`src/rtl/uart_pkg.sv`:
```
// Shared UART definitions: parity encodings and the frame FSM state
// encoding used by the transmitter (and later the receiver).
package uart_pkg;

   localparam int PAR_NONE = 0;
   localparam int PAR_EVEN = 1;
   localparam int PAR_ODD  = 2;

   typedef enum logic [2:0] {
      ST_IDLE   = 3'd0,
      ST_START  = 3'd1,
      ST_DATA   = 3'd2,
      ST_PARITY = 3'd3,
      ST_STOP   = 3'd4
   } uart_state_e;

endpackage

```
`src/rtl/uart_sync_fifo.sv`:
```
// Small synchronous FIFO; pointers carry one extra wrap bit so that
// full and empty can be told apart without a separate counter.
module uart_sync_fifo #(
   parameter int WIDTH = 8,
   parameter int DEPTH = 4
) (
   input  logic                     clk,
   input  logic                     rst,
   input  logic                     push_i,
   input  logic [WIDTH-1:0]         wdata_i,
   input  logic                     pop_i,
   output logic [WIDTH-1:0]         rdata_o,
   output logic                     full_o,
   output logic                     empty_o,
   output logic [$clog2(DEPTH):0]   level_o
);

   localparam int AW = $clog2(DEPTH);

   logic [WIDTH-1:0] mem_q [DEPTH];
   logic [AW:0]      wptr_q, wptr_d;
   logic [AW:0]      rptr_q, rptr_d;
   logic             do_push, do_pop;

   assign full_o  = (wptr_q[AW] != rptr_q[AW]) &&
                    (wptr_q[AW-1:0] == rptr_q[AW-1:0]);
   assign empty_o = (wptr_q == rptr_q);
   assign level_o = wptr_q - rptr_q;
   assign rdata_o = mem_q[rptr_q[AW-1:0]];

   assign do_push = push_i & ~full_o;
   assign do_pop  = pop_i & ~empty_o;

   always_comb begin
      wptr_d = wptr_q;
      rptr_d = rptr_q;
      if (do_push) wptr_d = wptr_q + 1'b1;
      if (do_pop)  rptr_d = rptr_q + 1'b1;
   end

   always_ff @(posedge clk or posedge rst) begin
      if (rst) begin
         wptr_q <= '0;
         rptr_q <= '0;
      end else begin
         wptr_q <= wptr_d;
         rptr_q <= rptr_d;
      end
   end

   // Storage needs no reset: pointer reset already discards contents.
   always_ff @(posedge clk) begin
      if (do_push) mem_q[wptr_q[AW-1:0]] <= wdata_i;
   end

endmodule

```
`src/rtl/uart_tx_fifo.sv`:
```
// Parametrised UART transmitter with a transmit FIFO; frames are sent
// back to back while characters remain queued.
module uart_tx_fifo
   import uart_pkg::*;
#(
   parameter int CLKS_PER_BIT = 16,
   parameter int DATA_BITS    = 8,
   parameter int PARITY       = 0,
   parameter int STOP_BITS    = 1,
   parameter int FIFO_DEPTH   = 4
) (
   input  logic                          clk,
   input  logic                          rst,
   input  logic                          uart_tx_en,
   input  logic [DATA_BITS-1:0]          uart_tx_data,
   output logic                          tx_full,
   output logic [$clog2(FIFO_DEPTH):0]   tx_level,
   output logic                          tx_overflow,
   output logic                          tx_busy,
   output logic                          uart_txd
);

   localparam int TW = $clog2(CLKS_PER_BIT);
   localparam int BW = $clog2(DATA_BITS);
   localparam logic [TW-1:0] T_LAST = TW'(CLKS_PER_BIT - 1);
   localparam logic [BW-1:0] D_LAST = BW'(DATA_BITS - 1);
   localparam logic [BW-1:0] S_LAST = BW'(STOP_BITS - 1);

   if (CLKS_PER_BIT < 2 || DATA_BITS < 5 || DATA_BITS > 9 ||
       PARITY < 0 || PARITY > 2 || STOP_BITS < 1 || STOP_BITS > 2 ||
       FIFO_DEPTH < 2 || (FIFO_DEPTH & (FIFO_DEPTH - 1)) != 0)
   begin : g_bad_param
      $error("uart_tx_fifo: parameter out of legal range");
   end

   uart_state_e          state_q, state_d;
   logic [TW-1:0]        timer_q, timer_d;
   logic [BW-1:0]        bit_q, bit_d;
   logic [DATA_BITS-1:0] shift_q, shift_d;
   logic                 par_q, par_d;
   logic                 txd_q, txd_d;
   logic                 ovf_q;
   logic                 pop;
   logic                 fifo_empty;
   logic [DATA_BITS-1:0] fifo_rdata;
   logic                 bit_end;

   uart_sync_fifo #(
      .WIDTH (DATA_BITS),
      .DEPTH (FIFO_DEPTH)
   ) u_fifo (
      .clk     (clk),
      .rst     (rst),
      .push_i  (uart_tx_en),
      .wdata_i (uart_tx_data),
      .pop_i   (pop),
      .rdata_o (fifo_rdata),
      .full_o  (tx_full),
      .empty_o (fifo_empty),
      .level_o (tx_level)
   );

   assign bit_end     = (timer_q == T_LAST);
   assign uart_txd    = txd_q;
   assign tx_overflow = ovf_q;
   assign tx_busy     = (state_q != ST_IDLE) | (tx_level != '0);

   always_comb begin
      state_d = state_q;
      timer_d = timer_q;
      bit_d   = bit_q;
      shift_d = shift_q;
      par_d   = par_q;
      txd_d   = txd_q;
      pop     = 1'b0;
      unique case (state_q)
         ST_IDLE: begin
            txd_d = 1'b1;
            if (!fifo_empty) begin
               pop     = 1'b1;
               shift_d = fifo_rdata;
               par_d   = (PARITY == PAR_ODD) ? ~^fifo_rdata : ^fifo_rdata;
               timer_d = '0;
               state_d = ST_START;
               txd_d   = 1'b0;
            end
         end
         ST_START: begin
            if (bit_end) begin
               timer_d = '0;
               bit_d   = '0;
               state_d = ST_DATA;
               txd_d   = shift_q[0];
            end else begin
               timer_d = timer_q + 1'b1;
            end
         end
         ST_DATA: begin
            if (bit_end) begin
               timer_d = '0;
               if (bit_q == D_LAST) begin
                  bit_d = '0;
                  if (PARITY != PAR_NONE) begin
                     state_d = ST_PARITY;
                     txd_d   = par_q;
                  end else begin
                     state_d = ST_STOP;
                     txd_d   = 1'b1;
                  end
               end else begin
                  bit_d   = bit_q + 1'b1;
                  shift_d = shift_q >> 1;
                  txd_d   = shift_q[1];
               end
            end else begin
               timer_d = timer_q + 1'b1;
            end
         end
         ST_PARITY: begin
            if (bit_end) begin
               timer_d = '0;
               bit_d   = '0;
               state_d = ST_STOP;
               txd_d   = 1'b1;
            end else begin
               timer_d = timer_q + 1'b1;
            end
         end
         ST_STOP: begin
            if (bit_end) begin
               timer_d = '0;
               if (bit_q == S_LAST) begin
                  // Chain straight into the next start bit when data waits.
                  if (!fifo_empty) begin
                     pop     = 1'b1;
                     shift_d = fifo_rdata;
                     par_d   = (PARITY == PAR_ODD) ? ~^fifo_rdata
                                                   : ^fifo_rdata;
                     state_d = ST_START;
                     txd_d   = 1'b0;
                  end else begin
                     state_d = ST_IDLE;
                     txd_d   = 1'b1;
                  end
               end else begin
                  bit_d = bit_q + 1'b1;
               end
            end else begin
               timer_d = timer_q + 1'b1;
            end
         end
         default: begin
            state_d = ST_IDLE;
            txd_d   = 1'b1;
         end
      endcase
   end

   always_ff @(posedge clk or posedge rst) begin
      if (rst) begin
         state_q <= ST_IDLE;
         timer_q <= '0;
         bit_q   <= '0;
         shift_q <= '0;
         par_q   <= 1'b0;
         txd_q   <= 1'b1;
         ovf_q   <= 1'b0;
      end else begin
         state_q <= state_d;
         timer_q <= timer_d;
         bit_q   <= bit_d;
         shift_q <= shift_d;
         par_q   <= par_d;
         txd_q   <= txd_d;
         ovf_q   <= uart_tx_en & tx_full;
      end
   end

endmodule

```
`config.mk`:
```
export PLATFORM = sky130hd
export DESIGN_NAME = uart_tx_fifo
export DESIGN_NICKNAME = d
export VERILOG_FILES = /design/src/rtl/uart_pkg.sv /design/src/rtl/uart_sync_fifo.sv /design/src/rtl/uart_tx_fifo.sv
export SDC_FILE = /design/constraint.sdc
export NUM_CORES = 1
export LEC_CHECK = 0
export CORE_MARGIN = 4
export CORE_UTILIZATION = 43
export CTS_CLUSTER_DIAMETER = 80
export DETAILED_ROUTE_END_ITERATION = 12
export GPL_ROUTABILITY_DRIVEN = 0
export PLACE_DENSITY = 0.6
export RECOVER_POWER = 50
export SYNTH_ARGS = -nofsm -noshare
export SYNTH_HDL_FRONTEND = slang
export SYNTH_SLANG_ARGS = --single-unit
```
`constraint.sdc`:
```
create_clock -name clk -period 4.7 [get_ports clk]
set_input_delay 1.175 -clock clk [delete_from_list [all_inputs] [get_ports clk]]
set_output_delay 1.175 -clock clk [all_outputs]
set_load 0.02 [all_outputs]
```
==> results <==
- The run finished with clean final reports.
- By count the netlist is led by 32 x edfxtp_1, 25 x dfrtp_1, 12 x inv_1, 12 x o21ai_0.
- VDD sags by at most 0.3357 mV.
- The library cell occupying the most area in the post-synthesis netlist is edfxtp_1.
- After layout, the minimum clock period comes to about 4000 ps.
- The total of buffers placed on input and output ports is 17.
- The leakage power is 1.226 nW.
- The number of synthesized register bits is 58.
- The number of diodes is 0.
- The cell count of the worst hold path is 2.
- STA classifies the critical path endpoint as a primary output.
- The category of the critical setup timing path is reg2out.
- STA classifies the critical path startpoint as a flop.
- At the worst endpoint, the arrival time is 2850 ps.
- Entering global routing, the biggest net connects 27 pins.
- After synthesis, the mean cell area works out to 13.46 sq um.
- The via count of the first global-routing pass is 1,628.
- Timing would allow up to 248.7 MHz.
- In this run, post-CTS hold repair placed 0 buffers.
- The most used flip-flop cell after synthesis is edfxtp_1.
- The floorplan step defined a die boundary enclosing 0.007864 sq mm.
- For this run, the register share of the synthesized area comes to 57.62%.
- The initial antenna violation count is 0.
- In the synthesized netlist the async set-or-reset flop fraction comes to 44.83%.
- Counting every net in the synthesized netlist gives 231.
- Across all setup checks in the final design, the least slack found is between 600 and 700 ps.
- The final setup TNS is 0 ps.
- The first detailed-routing pass ran for 4 iterations.
- The post-detailed-route count of antenna-violating nets is 0.
- In the post-synthesis netlist, the biggest area contributors are edfxtp_1 34%, dfrtp_1 22%, mux4_2 6.4%, ha_1 4.9%, mux2_2 4.4%.
- The number of instances in the synthesized netlist is between 200 and 250.
- In the final design database the tool counted 250 nets.
- The initialized floorplan defines 29 standard-cell rows.
- Clock-pin slew was measured on the worst setup and hold paths at 80 ps.
- The CTS tree is yes.
- Setup repair after global routing left no endpoint under its margin.
- The placed instances occupy a cell area of 0.003022 sq mm.
- Detailed placement ended at an HPWL of 3288 um.
- The maximum clock path buffer count is 2.
- Once the clock tree was built, the resizer swapped 0 gates to a different size.
- Fill cells in the final layout number roughly 540.
- For this block, the via count after detailed routing is 1,642.
- In this run the tightest slew margin relative to its limit is 30.20%.
- The mean routed wirelength per cell is ~16 um.
- From synthesis to final layout, the design area changed by 15.87%.
- The largest clock skew in the final design is 7.794 ps.
- The summed area of non-filler cells in the final layout is 0.003243 sq mm.
- The effective utilization at floorplan is 44.08%.
- The total of warnings raised by yosys is 0.
- The area of the placeable core is between 0.006 and 0.007 sq mm.
- The DRC violation total after the first TritonRoute iteration is slightly above 70.
- Of the available clock period, the critical path in the final layout requires 85.54%.
- The critical-path maximum fanout is 11.
- The total global-route track usage is 14.81%.
- The DRC violation count after routing is 0.
- Timing analysis after detailed placement gives a worst setup slack of 1005 ps.
- The number of flops mapped to enable cells by yosys is 32.
- The path class of the lowest-slack min-delay path is reg2reg.
- The count of endpoints failing hold in the final timing report is 0.
- The maximum level of the CTS H-tree is 3.
- At the worst endpoint, the required time is 3520 ps.
- The first global-routing pass estimated 8535 um of wire.
- Setup violations remaining at the end of the flow were counted as 0.
- For this run the aggregate overflow at the end of global routing stands at 0.
- In this run, CTS created clock tree buffers numbering 9.
- The power per cell area is 713.4 mW/mm^2.
- Clock tree synthesis selected as its root buffer the cell clkbuf_8.
- The count of maximum capacitance violations is 0.
- Measured along the y axis, the die boundary spans 88.68 um.
- The via count normalized by instance count is 5.314.
- The worst reg-to-reg path cell count is 4.
- The design draws 0.002314 W.
- In this run the cell area of the synthesized design comes to about 0.0028 sq mm.
- In the final layout, the share of cells above drive strength 1 is 17.24%.
- After clock tree synthesis, the setup repair step added 0 buffers.
- At the pin with the least slew margin, the transition time is 1046 ps.
- The area share of the largest cell type after synthesis is 34.33%.
- In this run the count of I/O pins placed on the die edge is 18.
- The die boundary width is 88.68 um.
- The insertion delay to the later sink of the worst-skew pair is 340 ps.
- The most common cell in the synthesized netlist is edfxtp_1.
- The distinct cell type count after synthesis is 46.
- The max-slew violation count is 0.
- CTS saw 58 sinks.
- After detailed routing, the total wire length is slightly below 5000 um.
==> cells by family (layout without fill, tap and decap cells) <==
family,after synthesis,count (layout),share of synthesized area [%]
DFF,58,58,57.62
and+or+nand+nor,47,47,9.388
AOI/OAI and AO/OA,39,39,9.388
muxes,23,23,12.29
buffers and inverters,21,45,3.173
adders and majority gates,12,12,5.633
xor gates and xnor gates,8,8,2.503
==> stage by stage <==
step | utilization [%] | hold WS [ps] | cells
final | 51.07 | 475.0 | 309
after global routing | 51.07 | 511.4 | 309
after CTS | 51.13 | 481.8 | 309
after detailed placement | 47.59 | 467.6 | 293
after global placement | 47.59 | 455.5 | 293
after floorplan | - | 475.0 | 208
==> metal layers <==
metal / vias up / wire length (um) / track usage [%]
li1: 813 / - / -
met1: 788 / 2457 / 20.86
met2: 33 / 2195 / 21.05
met3: 8 / 158 / 3.631
met4: 0 / 99 / 7.830
met5: - / 0 / 0
==> worst max-delay path: stages (launching register included) <==
cell             delay [ps]
dfrtp_1                 610
ha_1                    330
fa_1                    470
inv_1                    40
or4_1                   490
clkdlybuf4s50_1         550
==> power by group <==
part           switching, W  leakage [nW]  internal, W
combinational      0.000457         0.514     0.000452
clock              0.000220         0.106     0.000303
sequential         0.000160         0.605     0.000721
==> sequential cells by signal (all words and copies together), names as in the netlist <==
register,cells
u_fifo.rptr_q,3
u_fifo.wptr_q,3
u_fifo.mem_q,32
shift_q,8
state_q,3
uart_txd,1
bit_q,3
tx_overflow,1
timer_q,4
==> layout make-up <==
class                           count  area, sq um  share of cell area (%)
Multi-Input combinational cell    129         1094                   33.72
Timing Repair Buffer               17        170.2                   5.247
Tap cell                           77        96.34                   2.971
Inverter                           12        45.04                   1.389
Sequential cell                    58         1613                   49.73
Clock inverter                      7        101.3                   3.125
Clock buffer                        9        123.9                   3.819
==> path summary, 6_finish.rpt <==
check	from	end	slack [ps]
setup / recovery	u_fifo.rptr_q[0]	tx_busy	680
hold / removal	uart_txd	uart_txd	470
setup reg to reg	u_fifo.rptr_q[0]	u_fifo.mem_q[3][6]	1950
hold reg to reg	uart_txd	uart_txd	470
max in group asynchronous	rst	u_fifo.wptr_q[2]	2540
min in group asynchronous	rst	bit_q[0]	1530
==> placed cells by master, fill, tap and decap left out, types with 2 or more instances in the layout <==
cell              n
nand3b_1          2
xor2_1            2
clkinvlp_4        2
and3_1            3
inv_1            12
clkbuf_8          9
ha_1             11
mux2_2           11
nor2_1            8
nand2_1           8
a31oi_1           3
edfxtp_1         32
bufinv_16         2
mux4_2            8
nand2b_1          4
mux2i_1           4
nand3_1           5
xnor2_1           6
inv_6             2
dlygate4sd3_1     9
a211oi_1          2
and2_1            4
o21ai_0          13
nor3_1            4
a32o_1            2
o22ai_1           2
clkdlybuf4s50_1   8
a21oi_1           9
dfrtp_1          25
(Power assumes the default switching activity.)
